File: config.mk
export PLATFORM = sky130hd
export DESIGN_NAME = mant_mul_seq_ctrl
export DESIGN_NICKNAME = d
export VERILOG_FILES = /design/src/rtl/mant_mul_seq_ctrl.sv
export SDC_FILE = /design/constraint.sdc
export NUM_CORES = 1
export LEC_CHECK = 0
export CORE_UTILIZATION = 25
export CTS_CLUSTER_DIAMETER = 120
export DETAILED_ROUTE_END_ITERATION = 10
export HOLD_SLACK_MARGIN = 0.1
export RECOVER_POWER = 100
export SETUP_SLACK_MARGIN = 0.1
export SLEW_MARGIN = 5
export SYNTH_ARGS = -nofsm -noshare
export SYNTH_HDL_FRONTEND = slang
export SYNTH_SLANG_ARGS = --single-unit
File: constraint.sdc
create_clock -name clk -period 4.7 [get_ports clk]
set_input_delay 0.705 -clock clk [delete_from_list [all_inputs] [get_ports clk]]
set_output_delay 0.705 -clock clk [all_outputs]
set_load 0.02 [all_outputs]
File: src/rtl/mant_mul_seq_ctrl.sv
// Radix-2 shift-and-add significand multiplier that time-shares one external
// W-bit adder, retiring one partial product per clock.
module mant_mul_seq_ctrl #(
  parameter int W  = 22,
  parameter int CW = $clog2(W)
) (
  input  logic           clk,
  input  logic           rst,
  input  logic           start,
  input  logic [W-1:0]   a_in,
  input  logic [W-1:0]   b_in,
  output logic           ready,
  output logic           done,
  output logic [2*W-1:0] product,
  output logic [W-1:0]   add_a,
  output logic [W-1:0]   add_b,
  output logic [1:0]     add_kin,
  input  logic [W:0]     add_sum
);

  typedef enum logic [1:0] {IDLE, RUN, DONE} state_e;

  state_e         state_q, state_d;
  logic [W-1:0]   mcand_q, mcand_d;
  logic [W-1:0]   hi_q, hi_d;
  logic [W-1:0]   lo_q, lo_d;
  logic [CW-1:0]  cnt_q, cnt_d;
  logic [2*W-1:0] product_q, product_d;

  always_ff @(posedge clk or posedge rst) begin
    if (rst) begin
      state_q   <= IDLE;
      mcand_q   <= '0;
      hi_q      <= '0;
      lo_q      <= '0;
      cnt_q     <= '0;
      product_q <= '0;
    end else begin
      state_q   <= state_d;
      mcand_q   <= mcand_d;
      hi_q      <= hi_d;
      lo_q      <= lo_d;
      cnt_q     <= cnt_d;
      product_q <= product_d;
    end
  end

  always_comb begin
    state_d   = state_q;
    mcand_d   = mcand_q;
    hi_d      = hi_q;
    lo_d      = lo_q;
    cnt_d     = cnt_q;
    product_d = product_q;
    ready     = 1'b0;
    done      = 1'b0;
    add_a     = '0;
    add_b     = '0;
    unique case (state_q)
      IDLE: begin
        ready = 1'b1;
        if (start) begin
          if ((a_in != '0) && (b_in != '0)) begin
            mcand_d = a_in;
            lo_d    = b_in;
            hi_d    = '0;
            cnt_d   = '0;
            state_d = RUN;
          end else begin
            // A zero operand short-circuits straight to a zero product.
            product_d = '0;
            state_d   = DONE;
          end
        end
      end
      RUN: begin
        add_a = hi_q;
        add_b = lo_q[0] ? mcand_q : '0;
        // The adder carry lands in hi's MSB; the bit shifted out of hi enters lo.
        hi_d  = add_sum[W:1];
        lo_d  = {add_sum[0], lo_q[W-1:1]};
        cnt_d = cnt_q + CW'(1);
        if (cnt_q == CW'(W - 1)) begin
          product_d = {add_sum, lo_q[W-1:1]};
          state_d   = DONE;
        end
      end
      DONE: begin
        done    = 1'b1;
        state_d = IDLE;
      end
      default: state_d = IDLE;
    endcase
  end

  assign add_kin = 2'b00;
  assign product = product_q;

endmodule

## After elaboration in Yosys (flattened, before gate mapping)

Index checks and enable logic that the tools add are counted.

- Register bits: 117
- Latch bits: 0
- Bits in writable memories: 0
- ROM bits: 0
- Bits of input ports: 70
- Output and inout port bits: 92
- Word-level logic and storage cells: 45
- Memories kept: 0

- Add/sub/neg operators: 1
- Multipliers: 0
- Div/mod/pow operators: 0
- $lt $le $gt $ge: 0
- Eq/ne operators: 7
- Shift-type cells: 0
- Multiplexer cells: 22
- Bitwise gates (word level): 0
- Reductions and logical operators: 9

Operator list:

| cell | count |
|---|---|
| $mux W22 | 7 |
| $mux W44 | 3 |
| $pmux W22 S2 | 2 |
| $pmux W44 S2 | 1 |
| $reduce_bool A22 Y1 | 2 |
| $mux W5 | 2 |
| $pmux W5 S2 | 1 |
| $ne A2 B2 Y1 const B | 4 |
| $mux W2 | 3 |
| $reduce_and A3 Y1 | 2 |
| $add A5 B1 Y5 const B | 1 |
| $eq A5 B5 Y1 const B | 1 |
| $pmux W2 S2 | 1 |
| $reduce_and A4 Y1 | 1 |
| $eq A2 B1 Y1 const B | 1 |
| $eq A2 B2 Y1 const B | 1 |
| $logic_not A2 Y1 | 1 |
| $mux W1 | 2 |
| $reduce_and A2 Y1 | 1 |
| $reduce_bool A2 Y1 | 1 |
| $logic_and A1 B1 Y1 | 1 |

## Longest topological paths before layout

- Depth in word-level cells: 5
- Depth in mapped cells: 9
- Gate-level depth less buffers: 7

## Worst setup path after synthesis

No wires, ideal clock.

- Path kind: reg-to-output
- From: register state_q[1]
- To: output port add_b[19]
- Arrival: 1557 ps
- Data required time: 3995 ps
- Path slack: 2438 ps
- Stages on the path, launching flop included: 6
- Path through: dfrtp_1 > nor2b_1 > clkbuf_1 > clkbuf_1 > clkbuf_1 > and3_1

- Cells in the longest elaborated chain, start to end: 2

Ends and longest elaborated chain:

| what | line | RTL |
|---|---|---|
| from (decl) | 23 | `state_e state_q, state_d;` |
| from (signal assigned) | 39 | `state_q <= state_d;` |
| $eq A2 B1 Y1 | 59 | `unique case (state_q)` |
| $mux W22 | 59 |  |
| to (decl) | 16 | `output logic [W-1:0] add_b,` |

No other way between the ends.

## Worst setup path in the final report

- From: input port b_in[19]
- To: register lo_q[2]

- Cells in the longest elaborated chain, start to end: 4

Ends and longest elaborated chain:

| what | line | RTL |
|---|---|---|
| from (decl) | 11 | `input logic [W-1:0] b_in,` |
| $reduce_bool A22 Y1 | 63 | `if ((a_in != '0) && (b_in != '0)) begin` |
| $logic_and A1 B1 Y1 | 63 |  |
| $ne A2 B2 Y1 (no source line) | - |  |
| $reduce_and A3 Y1 (no source line) | - |  |
| to (signal assigned) | 42 | `lo_q <= lo_d;` |
| to (decl) | 26 | `logic [W-1:0] lo_q, lo_d;` |

No other way between the ends.
A chain may end at the register's enable or synchronous reset.

==> run summary <==
Maximum VDD drop: 276 uV
Status: finished, final reports clean
Layout cells sized above 1: 9.87%
Most frequent cells in the layout: dfrtp_1, dlygate4sd3_1, clkdlybuf4s50_1
Fin nets: 679
Final setup vio count: 0
Row count: 53
CTS resizes: 0
FF-to-FF Start: state_q[0]$_DFFE_PP0P_
Clock skew: 8.39 ps
Worst slew margin: 7.87%
DIE HEIGHT: 148 um
Finished Layout Cells: 894
Cells after synthesis: 463
Post-CTS Setup Inserts: 0
Port Buffers: 159
Achievable frequency: 265 MHz
Slowest stage delay, CP: 1070 ps
Netlist Area Pre-Place: 5330 sq um
Crit path DAT: 4090 ps
TritonCTS clock tree: done
Initial antenna violation count: 1
Die width: 148 um
Post-route setup TNS: 0 ps
Clock slew at reported path FFs: 60 ps
Post-DP HPWL: 11000 um
Synth warn: 0
Worst Hold Depth: 1
Worst-margin pin slew: 1380 ps
Leading cell type in the layout, fill and taps excluded: dfrtp_1
First-pass GRT wire length: 25700 um
RSZ-0062 raised after global routing: false
Die Area: 21900 sq um
Slowest cell on crit path: clkbuf_1
Detailed Routing Iterations Pass 1: 5
Clock latency on the worst-skew pair: 410 ps
Largest net degree at the start of global routing: 69
DRC: 0
CP max FO: 33
H-tree depth: 4
Syn avg cell area: 11.5 sq um
Via Count: 4451
Slew Limit Fails: 0
CTS root buffer: clkbuf_16
Leak pwr: 3.37 nW
CP endpoint kind: flip-flop
Crit path time final: 3780 ps
Design Area, Final: 7690 sq um
DRT iter0 DRCs: 209
CTS sink cnt: 117
Post-synth EDFFs: 0
HP Class: flip-flop to flip-flop
Avg Vias per Cell: 4.98
Fin. Hold Viols: 0
# IOs: 162
Post-DP Area: 7180 sq um
Worst Setup Start Kind: input port
Crit-path leading delay family: buffers and inverters
Reg2Reg Setup Slack: 1240 ps
Number of global-route vias before repair: 4766
Buf+Inv Stages, Crit Path: 2
Hold endpoint: mcand_q[19]$_DFFE_PP0P_
GPL Wtd Cong: 0.812
Total core area: 21000 sq um
Power density over the cells: 696 nW/um^2
Crit path kind: input port to flip-flop
Library cells used by synthesis: 36
Register area: 2930 sq um
CTS Hold Bufs: 0
Critical path cell sequence: dlygate4sd3_1 -> nor4_1 -> nand4_1 -> o22ai_4 -> clkbuf_1 -> nand3b_1 -> o211ai_1
FF-to-FF path depth: 6
Fin crit share: 80.3%
Top_reg_cell synth: dfrtp_1
GR Overflow Total: 0
Syn-to-layout area delta: 44.2%
WL final: 15700 um
Wire per inst: 17.5 um
Clock Path Buffers: 2
DP Cell Count: 863
Detail Route Antenna Nets: 0
GR Util All Layers: 15.1%
FF-to-FF End: product[2]$_DFFE_PP0P_
Hold path start: mcand_q[19]$_DFFE_PP0P_
FFs w/ async S/R, synth: 100%
Fillers: 2051
CP Data Required Time: 5020 ps
Max-cap violations: 0
Register area share after synthesis: 54.9%
Initial core utilization: 25.5%
CTS buffer count: 17
Post-synthesis sequential element count: 117
Multi-input logic area: 2160 sq um
==> cells in the mapped netlist, types with 4 or more instances <==
cell type | instances | area share [%]
and3_1 | 22 | 2.6
clkbuf_1 | 27 | 1.9
buf_4 | 4 | 0.56
a32o_1 | 22 | 4.1
o211ai_1 | 30 | 4.2
nand3b_1 | 22 | 3.1
nor2_1 | 8 | 0.56
buf_2 | 12 | 1.1
mux2_2 | 12 | 2.5
nor4_1 | 10 | 1.2
nand2b_1 | 4 | 0.47
nand3_1 | 9 | 0.84
a22o_1 | 39 | 6.4
dfrtp_1 | 117 | 55
nand2_1 | 44 | 3.1
a22oi_1 | 22 | 3.1
and2_1 | 23 | 2.7
mux2_4 | 9 | 2.5
==> power by group <==
group	switching, W	internal, W	leakage [nW]	total [W]
logic	0.00128	0.00103	1.62	0.00231
registers	0.000325	0.00146	1.47	0.00179
clock network	0.000443	0.000809	0.287	0.00125
total	0.00204	0.00331	3.37	0.00535
==> sequential cells by signal, summed over array words and instances, names as in the netlist <==
signal   flops
cnt_q        5
hi_q        22
lo_q        22
mcand_q     22
product     44
state_q      2
==> cells by family (layout without fill, tap and decap cells) <==
| logic type | count (synthesis) | after routing | share of synthesized area (%) |
|---|---|---|---|
| simple gates | 152 | 152 | 15.9 |
| compound gates | 120 | 120 | 19.1 |
| flops | 117 | 117 | 54.9 |
| buf+inv | 48 | 202 | 4.22 |
| mux | 21 | 21 | 5.07 |
| fa+ha+maj | 2 | 2 | 0.469 |
| xor+xnor | 2 | 2 | 0.328 |
| other cells | 1 | 3 | 0.0703 |
==> worst max path at each step <==
stage                        endpoint  cells past startpoint                    from  slack (ps)
5_1_grt           lo_q[6]$_DFFE_PP0P_                      7                b_in[19]         630
6_report          lo_q[2]$_DFFE_PP0P_                      7                b_in[19]         920
3_3_place_gp   product[1]$_DFFE_PP0P_                      6                   start        1120
2_1_floorplan    cnt_q[0]$_DFFE_PP0P_                      1                     rst         890
4_1_cts                     add_a[19]                      4  state_q[1]$_DFFE_PP0P_        1350
3_5_place_dp     cnt_q[0]$_DFFE_PP0P_                      6                b_in[19]        1060
==> final cells by class <==
class	count	area share [%]
repair buffers	169	21.7
multi-input cells	299	28.1
clock buffers	20	6.07
diodes	1	0.0325
inverters	3	0.163
flip-flops and latches	117	38.1
clock inverters	10	1.38
well taps	275	4.47
==> layer usage <==
layer | vias to the layer above | track usage [%] | share of wire [%]
met5 | - | 0 | 0
met4 | 0 | 6.19 | 1.7
met3 | 23 | 4.60 | 7.7
met2 | 195 | 23.6 | 47
met1 | 2209 | 19.5 | 44
li1 | 2024 | - | -
==> metrics by stage <==
step	utilization [%]	setup WS, ps	hold WS, ps	power (W)
2_1_floorplan	-	894	458	0.00327
3_3_place_gp	34.3	1120	474	0.00422
3_5_place_dp	34.3	1060	474	0.00429
4_1_cts	37.0	1350	492	0.00558
5_1_grt	36.7	627	499	0.00570
6_report	36.7	925	482	0.00535
No activity file was read; power rests on OpenSTA's default activity.
